File: config.mk
export PLATFORM = sky130hd
export DESIGN_NAME = axis_perf_cnt
export DESIGN_NICKNAME = d
export VERILOG_FILES = /design/src/rtl/axis_perf_cnt_pkg.sv /design/src/rtl/axis_perf_cnt_skid_buffer.sv /design/src/rtl/axis_perf_cnt.sv
export SDC_FILE = /design/constraint.sdc
export NUM_CORES = 1
export LEC_CHECK = 0
export CAP_MARGIN = 5
export CELL_PAD_IN_SITES_DETAIL_PLACEMENT = 1
export CELL_PAD_IN_SITES_GLOBAL_PLACEMENT = 1
export CORE_UTILIZATION = 30
export DETAILED_ROUTE_END_ITERATION = 8
export DONT_BUFFER_PORTS = 1
export GPL_ROUTABILITY_DRIVEN = 0
export PLACE_DENSITY_LB_ADDON = 0.12
export SKIP_LAST_GASP = 1
export SYNTH_ARGS = -nofsm -noshare
export SYNTH_HDL_FRONTEND = slang
export SYNTH_SLANG_ARGS = --single-unit
export TNS_END_PERCENT = 30
File: constraint.sdc
create_clock -name clk -period 3.1 [get_ports clk]
set_input_delay 0.62 -clock clk [delete_from_list [all_inputs] [get_ports clk]]
set_output_delay 0.62 -clock clk [all_outputs]
set_load 0.05 [all_outputs]
File: src/rtl/axis_perf_cnt_pkg.sv
// Shared types for the AXI-Stream performance counter.
package axis_perf_cnt_pkg;

    typedef enum logic [1:0] {
        ST_IDLE = 2'd0,
        ST_RUN  = 2'd1,
        ST_DONE = 2'd2
    } state_t;

endpackage

File: src/rtl/axis_perf_cnt_skid_buffer.sv
// Two-entry skid buffer: registered ready, one cycle latency, full throughput.
module axis_perf_cnt_skid_buffer #(
    parameter int DATA_WIDTH = 128
) (
    input  logic                  clk,
    input  logic                  reset,
    input  logic                  s_valid,
    output logic                  s_ready,
    input  logic [DATA_WIDTH-1:0] s_data,
    output logic                  m_valid,
    input  logic                  m_ready,
    output logic [DATA_WIDTH-1:0] m_data
);

    logic                  out_vld_p1;
    logic [DATA_WIDTH-1:0] out_data_p1;
    logic                  skid_vld_p0;
    logic [DATA_WIDTH-1:0] skid_data_p0;
    logic                  load_out;
    logic                  load_skid;

    // Input side: a beat that cannot advance to the output register parks in the skid entry
    assign load_out  = skid_vld_p0 ? m_ready : (!out_vld_p1 || m_ready);
    assign load_skid = !skid_vld_p0 && out_vld_p1 && !m_ready && s_valid;

    always_ff @(posedge clk) begin
        if (reset) begin
            out_vld_p1  <= 1'b0;
            skid_vld_p0 <= 1'b0;
        end else if (skid_vld_p0) begin
            if (m_ready) skid_vld_p0 <= 1'b0;
        end else if (!out_vld_p1 || m_ready) begin
            out_vld_p1 <= s_valid;
        end else if (s_valid) begin
            skid_vld_p0 <= 1'b1;
        end
    end

    always_ff @(posedge clk) begin
        if (load_out)  out_data_p1  <= skid_vld_p0 ? skid_data_p0 : s_data;
        if (load_skid) skid_data_p0 <= s_data;
    end

    // Output side
    assign s_ready = !skid_vld_p0;
    assign m_valid = out_vld_p1;
    assign m_data  = out_data_p1;

endmodule

File: src/rtl/axis_perf_cnt.sv
// AXI-Stream pass-through monitor measuring beats, cycles, stalls and starvation over one window.
module axis_perf_cnt
    import axis_perf_cnt_pkg::*;
#(
    parameter int DATA_WIDTH = 128,
    parameter int CNT_WIDTH  = 32,
    parameter bit REG_SLICE  = 1'b0
) (
    input  logic                  clk,
    input  logic                  reset,
    input  logic                  clear,
    input  logic [CNT_WIDTH-1:0]  cnt_limit,
    input  logic                  s_axis_tvalid,
    output logic                  s_axis_tready,
    input  logic [DATA_WIDTH-1:0] s_axis_tdata,
    output logic                  m_axis_tvalid,
    input  logic                  m_axis_tready,
    output logic [DATA_WIDTH-1:0] m_axis_tdata,
    output logic [CNT_WIDTH-1:0]  data_cnt,
    output logic [CNT_WIDTH-1:0]  cycle_cnt,
    output logic [CNT_WIDTH-1:0]  stall_cnt,
    output logic [CNT_WIDTH-1:0]  starve_cnt,
    output logic                  done
);

    function automatic logic [CNT_WIDTH-1:0] sat_inc(input logic [CNT_WIDTH-1:0] v);
        return (&v) ? v : v + CNT_WIDTH'(1);
    endfunction

    generate
        if (REG_SLICE) begin : g_slice
            axis_perf_cnt_skid_buffer #(.DATA_WIDTH(DATA_WIDTH)) u_skid (
                .clk     (clk),
                .reset   (reset),
                .s_valid (s_axis_tvalid),
                .s_ready (s_axis_tready),
                .s_data  (s_axis_tdata),
                .m_valid (m_axis_tvalid),
                .m_ready (m_axis_tready),
                .m_data  (m_axis_tdata)
            );
        end else begin : g_bypass
            assign m_axis_tvalid = s_axis_tvalid;
            assign m_axis_tdata  = s_axis_tdata;
            assign s_axis_tready = m_axis_tready;
        end
    endgenerate

    state_t               state;
    logic [CNT_WIDTH-1:0] lim;
    logic                 fire;
    logic [CNT_WIDTH-1:0] data_inc;

    assign fire     = m_axis_tvalid && m_axis_tready;
    assign data_inc = sat_inc(data_cnt);

    // Measurement window, observed on the downstream handshake
    always_ff @(posedge clk) begin
        if (reset || clear) begin
            state      <= ST_IDLE;
            lim        <= '0;
            data_cnt   <= '0;
            cycle_cnt  <= '0;
            stall_cnt  <= '0;
            starve_cnt <= '0;
            done       <= 1'b0;
        end else begin
            case (state)
                ST_IDLE: begin
                    if (fire) begin
                        lim      <= cnt_limit;
                        data_cnt <= CNT_WIDTH'(1);
                        if (cnt_limit <= CNT_WIDTH'(1)) begin
                            state <= ST_DONE;
                            done  <= 1'b1;
                        end else begin
                            state <= ST_RUN;
                        end
                    end
                end
                ST_RUN: begin
                    cycle_cnt <= sat_inc(cycle_cnt);
                    if (m_axis_tvalid && !m_axis_tready) stall_cnt <= sat_inc(stall_cnt);
                    if (!m_axis_tvalid) starve_cnt <= sat_inc(starve_cnt);
                    if (fire) begin
                        data_cnt <= data_inc;
                        if (data_inc == lim) begin
                            state <= ST_DONE;
                            done  <= 1'b1;
                        end
                    end
                end
                default: ;
            endcase
        end
    end

endmodule

==> run summary <==
## Placed design
* count of input and output buffers: 0
* placed cell areas: 10200 um^2
* Detail Placement HPWL: 25300 um

## Min path
* Hold Crit Class: in2reg

## Yosys
* share of Yosys cell area claimed by the top area cell type: 33.9%
* most frequent cells after synthesis: 163 x dfxtp_1, 154 x nand2_1, 134 x nor2_1, 131 x buf_4, 79 x a21oi_1
* netlist area before placement: 9620 um^2
* largest family of logic cells by synthesized area: simple AND/OR/NAND/NOR gates
* number of distinct library cells after synthesis: 67
* post-synth net total: 1400
* synthesized instance count: 1231
* area share of xor/xnor cells in the synthesized design: 10.3%
* post-synthesis async set-or-reset flop share: 0%
* number of synthesis warnings: 0
* Avg Synthesized Cell Area: 7.82 um^2
* Synth Register Bits: 163
* leading cell types by total area after synthesis: dfxtp_1 34%, buf_4 10%, nand2_1 6.0%
* complex-gate fraction of the synthesized area: 12.0%
* Post-synth top flop: dfxtp_1
* Simple-Gate Fraction of Synth Area: 29.0%
* area leader, netlist: dfxtp_1
* count of flip-flops with a built-in enable after synthesis: 0
* fraction of synthesized area in multiplexers: 0.988%
* most common cell in the synthesized netlist: dfxtp_1
* Adder-Cell Fraction of Synth Area: 0.520%
* post-synthesis sequential area ratio: 33.9%

## Setup path
* worst reg2reg path depth: 9
* crit-path most repeated cell: nand4_1
* largest driver fanout on the critical path: 7
* Worst Setup EP: done
* critical path capture point type: register
* ordered list of cells on the worst path: nand4_2 > or4_1 > nor4_1 > nand4_1 > a22oi_2 > nand4_1 > nor4_2 > buf_4 > o31a_1
* master of the slowest instance on the critical path: or4_1
* largest stage delay on the critical path: 0.65 ns
* startpoint of the worst-slack reg-to-reg timing path: data_cnt[8]
* Crit Reg-Reg Endpoint: done
* Required @ worst endpoint: 3.48 ns
* startpoint of the most critical setup path: data_cnt[8]
* type of the worst setup path: reg2reg
* worst endpoint data arrival time: 3.42 ns
* kind of start point of the critical path: register
* R2R Setup Slk: 0.06 ns

## Route
* DR iter-0 viols: 352
* count of antenna-violating nets left after detailed routing: 0
* number of vias per cell after detailed routing: 5.22
* Routed wire per std cell: 20.0 um
* post-detailed-route DRC marker count: 0
* vias after detailed routing: 8632
* WL final: 33000 um
* detailed-router iteration count before antenna repair: 4

## Power
* PD cells: 417 nW/um^2
* Final Total Pwr: 4.57 mW
* maximum resistive drop on vdd: 0.000360 V
* Static Leak: 3.96 nW

## Clock tree
* clock buffer depth: 2
* sinks on the clock net: 163
* total clock buffers created by CTS: 17
* maximum level of the CTS H-tree: 4
* clock tree from TritonCTS: done
* clock transition at the registers of the reported paths: 0.07 ns
* CTS root buf: clkbuf_16
* later-pin clock latency in the skew report: 0.44 ns
* number of buffers inserted by hold repair at cts: 0

## Floorplanning
* IO Count: 424
* die extent in y: 181 um
* initial standard-cell utilization of the core: 30.5%
* Die X: 181 um
* site row count: 65
* Core Footprint: 31600 um^2
* floorplan die area: 32800 um^2

## Final layout
* antenna diode count: 0
* cell area after layout: 11000 um^2
* share of final-layout standard cells stronger than drive strength 1: 20.5%
* fillers: 3833
* signed area change from the synthesized netlist to the final layout: 13.9%
* number of nets in the layout: 1407

## Timing
* number of failing setup endpoints in the final timing report: 0
* Max Freq: 0.328 GHz
* final worst path period need: 3.04 ns
* slew at the pin closest to its max-slew limit: 0.866 ns
* period utilization: 98.2%
* final max-slew violation count: 0
* clk_skew: 0.0126 ns
* Post-Route Hold Slack: 0.311 ns
* final-report hold violation count: 0
* worst slew margin relative to its limit: 42.3%

## Global route
* global-route wire length before repair: 52200 um
* number of antenna violations at the first check in global routing: 0
* pin count of the biggest net entering global routing: 68
* total global routing track utilization: 20.5%
* number of global-route vias before repair: 8881
* Congestion Overflow GR: 0

## Run status
* status: complete, no violations

## Flow run
* number of maximum-capacitance constraint violations: 0

worst max-delay path: cells and delay by family, from the launching register on:
kind	cells	cell delay, ns
buf+inv	1	0.18
compound gates	2	0.31
simple gates	6	2.07
flops	1	0.43
layout make-up:
class                      instances  area, um^2  area share, %
inverter                          13        48.8          0.445
multi-input combinational        865        5150           47.0
clock buffer                      17         425           3.88
timing repair buffer             178        1370           12.5
clock inverter                    15         195           1.78
sequential                       163        3270           29.9
tap                              402         503           4.59
logic make-up (layout without fill, tap and decap cells):
kind of cell / Yosys count / in the layout
buf+inv: 203 / 223
fa+ha+maj: 4 / 4
xor+xnor: 113 / 113
simple gates: 558 / 558
compound gates: 181 / 181
mux: 9 / 9
flops: 163 / 163
how the worst min path moves through the flow:
stage,start,endpoint,cells after the start
5_1_grt,cnt_limit[14],lim[14],2
6_report,cnt_limit[23],lim[23],2
3_3_place_gp,lim[26],lim[26],2
2_1_floorplan,lim[0],lim[0],2
4_1_cts,cnt_limit[23],lim[23],2
3_5_place_dp,lim[0],lim[0],2
stage by stage:
| step | instances | setup slack [ns] | setup TNS (ns) | utilization [%] |
|---|---|---|---|---|
| 6_report | 1653 | 0.0552 | 0 | 34.7 |
| 5_1_grt | 1653 | -0.0795 | -0.219 | 34.7 |
| 4_1_cts | 1648 | 0.0244 | 0 | 34.3 |
| 3_5_place_dp | 1616 | 0.0210 | 0 | 32.4 |
| 3_3_place_gp | 1616 | 0.0251 | 0 | 32.4 |
| 2_1_floorplan | 1231 | 0.0102 | 0 | - |
layout by cell type (no fill, tap or decap), drive strengths merged, types with 5 or more instances in the layout:
cell type and instances:
or2 9, and2 8, xnor2 49, clkbuf 17
o21ai 39, nor3 39, and4 13, nand4 36
nand2b 8, dfxtp 163, nor2 134, a21oi 79
o21a 5, a31oi 9, nand3 51, mux2i 5
and3 29, nand2 154, buf 178, nor4 29
o31ai 6, inv 20, xor2 64, nor2b 6
a2111oi 7, or4 12, or3 23
repair_timing:
action	4_1_cts	5_1_grt
resized for setup	0	19
pin swaps	1	7
setup endpoints to repair	2	3
buffers inserted	0	5
power by group:
group,leakage [nW],internal (mW),switching (mW)
sequential,1.32,2.10,0.0118
combinational,2.34,0.0473,0.125
clock,0.303,1.29,0.988
total,3.96,3.44,1.12
flip-flops by register name (all words and copies together), names as in the netlist:
signal,cells
cycle_cnt,32
data_cnt,32
done,1
lim,32
stall_cnt,32
starve_cnt,32
state,2
layer usage:
layer | vias up | wire [um] | GRT usage [%]
li1 | 4170 | - | -
met1 | 4226 | 14700 | 25.1
met2 | 198 | 15700 | 34.6
met3 | 38 | 1920 | 5.68
met4 | 0 | 680 | 6.64
met5 | - | 0 | 0
(Power assumes the default switching activity.)
